--- src/rtl/bridge_buffer_pkg.sv ---
// Shared types and helpers for the bridge ping-pong buffer sequencer.
package bridge_buffer_pkg;

    typedef enum logic [1:0] {
        StIdle,
        StFill,
        StFetch,
        StServe
    } bbuf_state_e;

    // Width of a select into n items; never narrower than one bit.
    function automatic int unsigned idx_width(input int unsigned n);
        return (n > 1) ? $clog2(n) : 1;
    endfunction

endpackage

--- src/rtl/bridge_buffer_ctrl.sv ---
// Bank-0 sequencer for one bridge buffer: fills TOTAL_DEPTH words from the
// projection stage, then drains every word slice by slice to the systolic array.
module bridge_buffer_ctrl
    import bridge_buffer_pkg::*;
#(
    parameter int unsigned TOTAL_DEPTH   = 12,
    parameter int unsigned TOTAL_MODULES = 4,
    parameter int unsigned ADDR_WIDTH    = 8,
    localparam int unsigned SliceW       = idx_width(TOTAL_MODULES)
) (
    input  logic                  clk,
    input  logic                  rst_n,
    input  logic                  start,
    input  logic                  in_valid,
    output logic                  in_ready,
    input  logic                  out_ready,
    output logic                  out_valid,
    output logic                  out_last,
    output logic                  busy,
    output logic                  done,
    output logic                  bank0_ena,
    output logic                  bank0_wea,
    output logic [ADDR_WIDTH-1:0] bank0_addra,
    output logic                  bank0_enb,
    output logic [ADDR_WIDTH-1:0] bank0_addrb,
    output logic [SliceW-1:0]     slicing_idx
);

    // Write counter carries one extra bit so the final increment cannot wrap.
    localparam logic [ADDR_WIDTH:0]   WrLast    = (ADDR_WIDTH + 1)'(TOTAL_DEPTH - 1);
    localparam logic [ADDR_WIDTH-1:0] RdLast    = ADDR_WIDTH'(TOTAL_DEPTH - 1);
    localparam logic [SliceW-1:0]     SliceLast = SliceW'(TOTAL_MODULES - 1);

    bbuf_state_e           state_q, state_d;
    logic [ADDR_WIDTH:0]   wr_cnt_q, wr_cnt_d;
    logic [ADDR_WIDTH-1:0] rd_addr_q, rd_addr_d;
    logic [SliceW-1:0]     rd_slice_q, rd_slice_d;
    logic                  done_q, done_d;

    // State and counter registers.
    always_ff @(posedge clk or negedge rst_n) begin
        if (!rst_n) begin
            state_q    <= StIdle;
            wr_cnt_q   <= '0;
            rd_addr_q  <= '0;
            rd_slice_q <= '0;
            done_q     <= 1'b0;
        end else begin
            state_q    <= state_d;
            wr_cnt_q   <= wr_cnt_d;
            rd_addr_q  <= rd_addr_d;
            rd_slice_q <= rd_slice_d;
            done_q     <= done_d;
        end
    end

    // Next-state, counter updates and per-state port control.
    always_comb begin
        state_d     = state_q;
        wr_cnt_d    = wr_cnt_q;
        rd_addr_d   = rd_addr_q;
        rd_slice_d  = rd_slice_q;
        done_d      = 1'b0;
        in_ready    = 1'b0;
        bank0_ena   = 1'b0;
        bank0_wea   = 1'b0;
        bank0_addra = '0;
        bank0_enb   = 1'b0;
        out_valid   = 1'b0;
        slicing_idx = '0;
        case (state_q)
            StIdle: begin
                wr_cnt_d   = '0;
                rd_addr_d  = '0;
                rd_slice_d = '0;
                if (start) state_d = StFill;
            end
            StFill: begin
                in_ready    = 1'b1;
                bank0_ena   = in_valid;
                bank0_wea   = in_valid;
                bank0_addra = wr_cnt_q[ADDR_WIDTH-1:0];
                if (in_valid) begin
                    wr_cnt_d = wr_cnt_q + 1'b1;
                    if (wr_cnt_q == WrLast) state_d = StFetch;
                end
            end
            StFetch: begin
                bank0_enb = 1'b1;
                state_d   = StServe;
            end
            StServe: begin
                // Read port stays off so the bank keeps dout stable across stalls.
                out_valid   = 1'b1;
                slicing_idx = rd_slice_q;
                if (out_ready) begin
                    if (rd_slice_q != SliceLast) begin
                        rd_slice_d = rd_slice_q + 1'b1;
                    end else if (rd_addr_q != RdLast) begin
                        rd_slice_d = '0;
                        rd_addr_d  = rd_addr_q + 1'b1;
                        state_d    = StFetch;
                    end else begin
                        state_d = StIdle;
                        done_d  = 1'b1;
                    end
                end
            end
            default: state_d = StIdle;
        endcase
    end

    assign bank0_addrb = rd_addr_q;
    assign out_last    = (state_q == StServe) && (rd_addr_q == RdLast) &&
                         (rd_slice_q == SliceLast);
    assign busy        = (state_q != StIdle);
    assign done        = done_q;

endmodule

--- config.mk ---
export PLATFORM = sky130hd
export DESIGN_NAME = bridge_buffer_ctrl
export DESIGN_NICKNAME = d
export VERILOG_FILES = /design/src/rtl/bridge_buffer_pkg.sv /design/src/rtl/bridge_buffer_ctrl.sv
export SDC_FILE = /design/constraint.sdc
export NUM_CORES = 1
export LEC_CHECK = 0
export CAP_MARGIN = 10
export CORE_MARGIN = 4
export CORE_UTILIZATION = 25
export CTS_BUF_LIST = sky130_fd_sc_hd__clkbuf_8
export DETAILED_ROUTE_END_ITERATION = 6
export DONT_BUFFER_PORTS = 1
export HOLD_SLACK_MARGIN = 0.03
export PLACE_DENSITY = 0.41
export SKIP_CTS_REPAIR_TIMING = 1
export SLEW_MARGIN = 10
export SYNTH_ARGS = -nofsm -noshare
export SYNTH_HDL_FRONTEND = slang
export SYNTH_SLANG_ARGS = --single-unit
--- constraint.sdc ---
create_clock -name clk -period 2 [get_ports clk]
set_clock_uncertainty 0.2 [all_clocks]
set_input_delay 0.2 -clock clk [delete_from_list [all_inputs] [get_ports clk]]
set_output_delay 0.2 -clock clk [all_outputs]
set_load 0.005 [all_outputs]
==> results of run 1 <==
metal layers:
metal  wire length (um)  vias up  track usage [%]
met5                  0        -                0
met4                 42        0             4.47
met3                139        4             2.60
met2               1510       18             16.8
met1               1590      542             14.1
li1                   -      538                -
state kept, by name (all words and copies together), names as in the netlist:
register	count
rd_slice_q	2
done	1
state_q	2
wr_cnt_q	9
bank0_addrb	8
area by class of cell:
class                      instances  area share, %
timing repair buffer              14           8.26
tap                               67           5.53
inverter                           9           2.23
sequential                        22           36.5
multi-input combinational        101           44.8
clock buffer                       3           2.73
layout by cell type, fill, tap and decap left out, types with 2 or more instances in the layout:
master,count
and3_1,2
nand3_1,6
nor2_2,2
or4_1,6
dlygate4sd3_1,3
ha_1,3
clkbuf_8,3
and2_1,8
mux2i_1,7
buf_4,10
a2bb2oi_1,2
o21ai_0,7
a21oi_1,10
or3_1,3
nand3b_1,2
inv_1,8
nand2_1,12
a21o_1,2
nor2_1,3
o31ai_1,5
dfrtp_2,2
dfrtp_1,20
nand4_1,3
cells by family (layout without fill, tap and decap cells):
group | after synthesis | after routing | share of synthesized area [%]
compound gates | 35 | 35 | 18.2
buf+inv | 14 | 26 | 4.70
flops | 22 | 22 | 43.1
simple gates | 56 | 56 | 25.6
mux | 7 | 7 | 5.48
fa+ha+maj | 3 | 3 | 2.94
power by group:
part | leakage [nW] | switching, mW | internal (mW)
Clock | 0.0216 | 0.155 | 0.135
Combinational | 0.326 | 0.372 | 0.296
Sequential | 0.273 | 0.171 | 0.562
stage by stage:
stage / hold WS, ns / worst slack, ns / instance area, um2
after floorplan: -0.296 / 0.138 / 1280
after global placement: -0.295 / 0.164 / 1410
after detailed placement: -0.295 / 0.134 / 1410
after CTS: -0.592 / 0.0142 / 1450
after global routing: 0.0647 / 0.0134 / 1520
final: 0.0493 / 0.111 / 1520
final timing paths:
check	start	endpoint	slack (ns)
worst max-delay path	rd_slice_q[0]	bank0_addrb[5]	0.11
worst min-delay path	in_valid	state_q[1]	0.05
worst max register to register	rd_slice_q[0]	bank0_addrb[5]	0.11
worst min register to register	wr_cnt_q[8]	wr_cnt_q[8]	0.27
max in group asynchronous	rst_n	bank0_addrb[1]	1.27
min in group asynchronous	rst_n	done	0.16
synthesized netlist by cell type, types with 3 or more instances:
library cell	number	area, um2
dfrtp_1	22	551
nand2_1	12	45.0
ha_1	3	37.5
or3_1	3	18.8
o31ai_1	5	37.5
and2_1	8	50.1
or4_1	6	45.0
a21oi_1	10	50.1
nor2_1	4	15.0
mux2i_1	7	70.1
nand4_1	3	18.8
inv_1	8	30.0
o21ai_0	7	35.0
clkbuf_1	3	11.3
nand3_1	6	30.0
tightest hold or removal path, cell delays in order:
cell       delay, ns
nand2_1         0.07
or4_1           0.14
a2bb2oi_1       0.07
==> results_dict.tcl, run 1 <==
set metrics [dict create \
    vias 1102 \
    synth_warnings 0 \
    cts-root-buf "clkbuf_8" \
    cts.sinks 22 \
    async_reset_ff_share_pct 100 \
    path_delay_family "simple AND/OR/NAND/NOR gates" \
    numCtsBuffers 3 \
    avgSynthCellArea_um2 9.33 \
    synth_cell_type_count 39 \
    gr-total-overflow 0 \
    register_area_um2 553 \
    insertedDiodeCount 0 \
    synth_nets 145 \
    multiInputGateArea_um2 678 \
    path_clk_slew_ns 0.09 \
    holdCritPathClass "primary input to flip-flop" \
    status "finished, final reports clean" \
    max_freq_mhz 529 \
    grt_use_total_pct 10.7 \
    setup_tns_ns 0 \
    wl_per_cell_um 15.2 \
    fin_cells 216 \
    maxCapViolCount 0 \
    ir_drop_mv 0.352 \
    crit_required_ns 1.99 \
    endpoint_kind "flip-flop" \
    placedCellCount 209 \
    r2r_cells 5 \
    cp.depth 5 \
    io_buffers 0 \
    grt_pass1_vias 1008 \
    htree_levels 1 \
    cp-start-kind "flip-flop" \
    placementRows 25 \
    p_total_mw 1.69 \
    rsz0062_at_grt "false" \
    synth_seq_area_share_pct 43.1 \
    drt-initial-drc-count 66 \
    drc 0 \
    tightest_slew_ns 0.325 \
    slew_viol_final 0 \
    fin_util_pct 31.3 \
    fin_crit_sh_pct 94.5 \
    dp_hpwl_um 2370 \
    grt_pass1_wl_um 5330 \
    grt_max_degree 23 \
    die_w_um 79.5 \
    cts_tree "yes" \
    antenna_found_initial 0 \
    insertion_delay_ns 0.27 \
    ios 31 \
    max_stage_delay_ns 0.51 \
    drive_gt1_share_pct 14.1 \
    ys_seq_elements 22 \
    crit_type "flip-flop to flip-flop" \
    final-setup-viol-count 0 \
    hold_violations 0 \
    die_area_um2 6320 \
    ys.flop_type "dfrtp_1" \
    place.gp.congestion 0.758 \
    synthCells 137 \
    synth_area_um2 1280 \
    powerDensity_nw_per_um2 1120 \
    worst_path_max_delay_cell "or4_1" \
    crit_fanout 16 \
    core_um2 4850 \
    path_cells "ha_1 > nand4_1 > buf_4 > or4_1 > a21oi_1" \
    synth_edf_count 0 \
    whs_path_depth 3 \
    fin_crit_ns 1.89 \
    fillCellCount 519 \
    slew_headroom_pct 78.2 \
    die_h_um 79.5 \
    viasPerCell 5.10 \
    start_util_pct 26.4 \
    syn_to_final_growth_pct 18.5 \
    ant_nets 0 \
    wl_um 3290 \
    clockBufferDepth 2 \
    finalNetCount 159 \
    drt_pass1_iterations 4 \
    path_buf_inv 1 \
    arrival_ns 1.88 \
    p_leak_nw 0.621 \
]
No activity file was read; power rests on OpenSTA's default activity.
==> run 2, diff against run 1 <==
CELL_PAD_IN_SITES_DETAIL_PLACEMENT = 0   (was not set)
CELL_PAD_IN_SITES_GLOBAL_PLACEMENT = 1   (was not set)
PLACE_DENSITY = 0.5   (was 0.41)
==> results_dict.tcl, run 2 (synthesis results as in run 1) <==
set metrics [dict create \
    status "finished, final reports clean" \
    crit_type "flip-flop to flip-flop" \
    swShare_pct 40.4 \
    htree_levels 1 \
    die_h_um 79.5 \
    crit_required_ns 1.96 \
    crit_fanout 2 \
    cts_tree "yes" \
    placementRows 25 \
    path_clk_slew_ns 0.09 \
    seqPwrFrac_pct 40.1 \
    drt-initial-drc-count 44 \
    cts.sinks 22 \
    grt_max_degree 23 \
    cts-root-buf "clkbuf_8" \
    core_um2 4850 \
    max_freq_mhz 531 \
    wl_per_cell_um 15.5 \
    die_w_um 79.5 \
    grt_pass1_vias 1073 \
    tightest_slew_ns 0.302 \
    regMostFlops "wr_cnt_q" \
    drt_pass1_iterations 4 \
    fin_util_pct 32.6 \
    finalNetCount 162 \
    start_util_pct 26.4 \
    fillCellCount 502 \
    drc 0 \
    fin_crit_ns 1.88 \
    largest_reg_flops 9 \
    powerDensity_nw_per_um2 1130 \
    pwr-share-clk_pct 18.7 \
    viasPerCell 5.10 \
    cp-start-kind "flip-flop" \
    wl_um 3400 \
    pwr-share-comb_pct 41.2 \
    maxCapViolCount 0 \
    io_buffers 0 \
    slew_headroom_pct 79.7 \
    syn_to_final_growth_pct 23.8 \
    ios 31 \
    drive_gt1_share_pct 17.0 \
    ant_nets 0 \
    antenna_found_initial 0 \
    slew_viol_final 0 \
    ir_drop_mv 0.400 \
    final_cell_mix "dfrtp_1 (20), nand2_1 (12), buf_4 (12)" \
    final-setup-viol-count 0 \
    r2r_slack_ns 0.12 \
    gr-total-overflow 0 \
    grt_use_total_pct 11.2 \
    dp_hpwl_um 2420 \
    setup_tns_ns 0 \
    rsz0062_at_grt "false" \
    p_int_mw 1.07 \
    final_common_cell "dfrtp_1" \
    switching_power_uw 724 \
    grt_pass1_wl_um 5580 \
    hold_violations 0 \
    arrival_ns 1.84 \
    clockBufferDepth 2 \
    fin_crit_sh_pct 94.2 \
    p_leak_nw 0.651 \
    insertedDiodeCount 0 \
    register_area_um2 553 \
    numCtsBuffers 3 \
    holdCritPathClass "primary input to flip-flop" \
    endpoint_kind "flip-flop" \
    setup_slack_ns 0.116 \
    dp_slack_ns 0.109 \
    die_area_um2 6320 \
    vias 1123 \
    place.gp.congestion 0.784 \
    multiInputGateArea_um2 693 \
    insertion_delay_ns 0.27 \
]
-- run 2: worst paths after layout --
path                             startpoint              to  depth (start not counted)
min in group asynchronous             rst_n     wr_cnt_q[5]                          2
worst min register to register  wr_cnt_q[8]     wr_cnt_q[8]                          1
worst min-delay path               in_valid      state_q[1]                          3
max in group asynchronous             rst_n  bank0_addrb[0]                          2
worst max register to register  wr_cnt_q[4]      state_q[0]                          3
worst max-delay path            wr_cnt_q[4]      state_q[0]                          3
-- run 2: worst max-delay path: stages, from the launching register on --
cell and delay, ns:
dfrtp_1 0.38, or4b_1 0.50, or4_1 0.45, o221a_1 0.25
-- run 2: cell type report --
type                       count  share of cell area [%]
timing repair buffer          17                    10.1
multi-input combinational    101                    43.8
tap                           67                    5.30
clock buffer                   4                    3.48
sequential                    22                    34.9
inverter                       9                    2.37
-- run 2: per-stage QoR --
stage	instance area (um2)	hold WS [ns]	total power [mW]	instances
2_1_floorplan	1280	-0.296	1.17	137
3_3_place_gp	1450	-0.295	1.38	212
3_5_place_dp	1450	-0.295	1.41	212
4_1_cts	1500	-0.591	1.76	216
5_1_grt	1580	0.0541	1.95	220
6_report	1580	0.0279	1.79	220
-- run 2: power by group through the flow --
stage	combinational, mW	clock, mW	sequential [mW]
after floorplan	0.491	0	0.680
after global placement	0.679	0	0.703
after detailed placement	0.705	0	0.710
after CTS	0.708	0.346	0.703
after global routing	0.848	0.367	0.739
final	0.738	0.334	0.717
-- run 2: layer usage --
layer | part of all wire [%] | track usage, % | wire, um
met3 | 5.7 | 4.18 | 195
met1 | 46 | 14.1 | 1560
met2 | 47 | 17.5 | 1600
met5 | 0 | 0 | 0
met4 | 1.1 | 3.61 | 38
==> run 3, diff against run 2 <==
SETUP_SLACK_MARGIN = 0.1   (was not set)
==> results_dict.tcl, run 3 (synthesis results as in run 1) <==
set metrics [dict create \
    cts_tree "yes" \
    tightest_slew_ns 0.336 \
    maxCapViolCount 0 \
    grt_max_degree 23 \
    ant_nets 0 \
    grt_use_met2_pct 17.5 \
    cts.sinks 22 \
    holdCritPathClass "primary input to flip-flop" \
    io_buffers 0 \
    hold_violations 0 \
    drive_gt1_share_pct 25.0 \
    fin_cells 231 \
    rsz0062_at_grt "true" \
    worst_path_max_delay_cell "or4b_1" \
    wl_per_cell_um 15.4 \
    powerDensity_nw_per_um2 1110 \
    endpoint_kind "flip-flop" \
    setup_tns_ns 0 \
    slew_headroom_pct 77.5 \
    placed_cell_area_um2 1450 \
    drc 0 \
    arrival_ns 1.84 \
    path_clk_slew_ns 0.08 \
    p_leak_nw 0.700 \
    core_um2 4850 \
    vias 1166 \
    drt-initial-drc-count 34 \
    final_area_um2 1680 \
    grt_use_total_pct 11.2 \
    placementRows 25 \
    setup_slack_ns 0.113 \
    p_total_mw 1.87 \
    cp-start-kind "flip-flop" \
    viasPerCell 5.05 \
    cts-root-buf "clkbuf_8" \
    numCtsBuffers 3 \
    final_cell_mix "buf_4 (21), dfrtp_1 (20), nand2_1 (11)" \
    largest_reg_flops 9 \
    dp_slack_ns 0.109 \
    crit_fanout 2 \
    fin_crit_sh_pct 94.3 \
    slew_viol_final 0 \
    syn_to_final_growth_pct 31.5 \
    final-setup-viol-count 0 \
    dp_hpwl_um 2420 \
    gr-total-overflow 0 \
    die_h_um 79.5 \
    hp-start "in_valid" \
    fin_crit_ns 1.89 \
    grt_pass1_vias 1073 \
    die_w_um 79.5 \
    cp-startpoint "wr_cnt_q[4]" \
    path_cells "or4b_1 > or4_4 > o221a_1" \
    top_usage_layer "met2" \
    die_area_um2 6320 \
    max_stage_delay_ns 0.53 \
    crit_type "flip-flop to flip-flop" \
    drt_pass1_iterations 4 \
    ios 31 \
    start_util_pct 26.4 \
    finalNetCount 173 \
    insertedDiodeCount 0 \
    regMostFlops "wr_cnt_q" \
    insertion_delay_ns 0.27 \
    clockBufferDepth 2 \
    ir_drop_mv 0.397 \
    grt_use_met3_pct 4.18 \
    htree_levels 1 \
    r2r-start "wr_cnt_q[4]" \
    status "finished, final reports clean" \
    grt_pass1_wl_um 5580 \
    max_freq_mhz 530 \
    wl_um 3570 \
    place.gp.congestion 0.784 \
    crit_required_ns 1.95 \
    whs_ns 0.0587 \
    antenna_found_initial 0 \
    placedCellCount 212 \
    fin_util_pct 34.7 \
    met1_usage_pct 14.1 \
    final_common_cell "buf_4" \
]
-- run 3: cell type report --
type | count | area [um2]
Inverter | 9 | 37.5
Clock buffer | 4 | 55.1
Multi-Input combinational cell | 101 | 703
Sequential cell | 22 | 553
Fill cell | 504 | 3170
Tap cell | 67 | 83.8
Timing Repair Buffer | 28 | 249
-- run 3: metal layers --
metal	part of all wire [%]	wire (um)	up-vias
met5	0	0	-
met4	1.1	38	0
met3	6.0	213	4
met2	50	1780	25
met1	43	1540	571
li1	-	-	566
-- run 3: where the power goes --
group	internal [mW]	leakage [nW]	total (mW)	switching, mW
sequential	0.563	0.273	0.716	0.153
clock	0.176	0.0288	0.330	0.154
combinational	0.387	0.398	0.823	0.437
-- run 3: path summary, 6_finish.rpt --
path	cells past startpoint	to	slack [ns]
worst max-delay path	3	state_q[0]	0.11
worst min-delay path	3	wr_cnt_q[7]	0.06
worst max register to register	3	state_q[0]	0.11
worst min register to register	1	wr_cnt_q[8]	0.28
max in group asynchronous	2	bank0_addrb[1]	1.28
min in group asynchronous	2	wr_cnt_q[5]	0.15
-- run 3: worst max-delay path, delay by kind of cell (launching register included) --
kind / cells / cell delay (ns)
AO/OA/AOI/OAI: 1 / 0.22
AND/OR/NAND/NOR: 2 / 0.97
flip-flops: 1 / 0.38
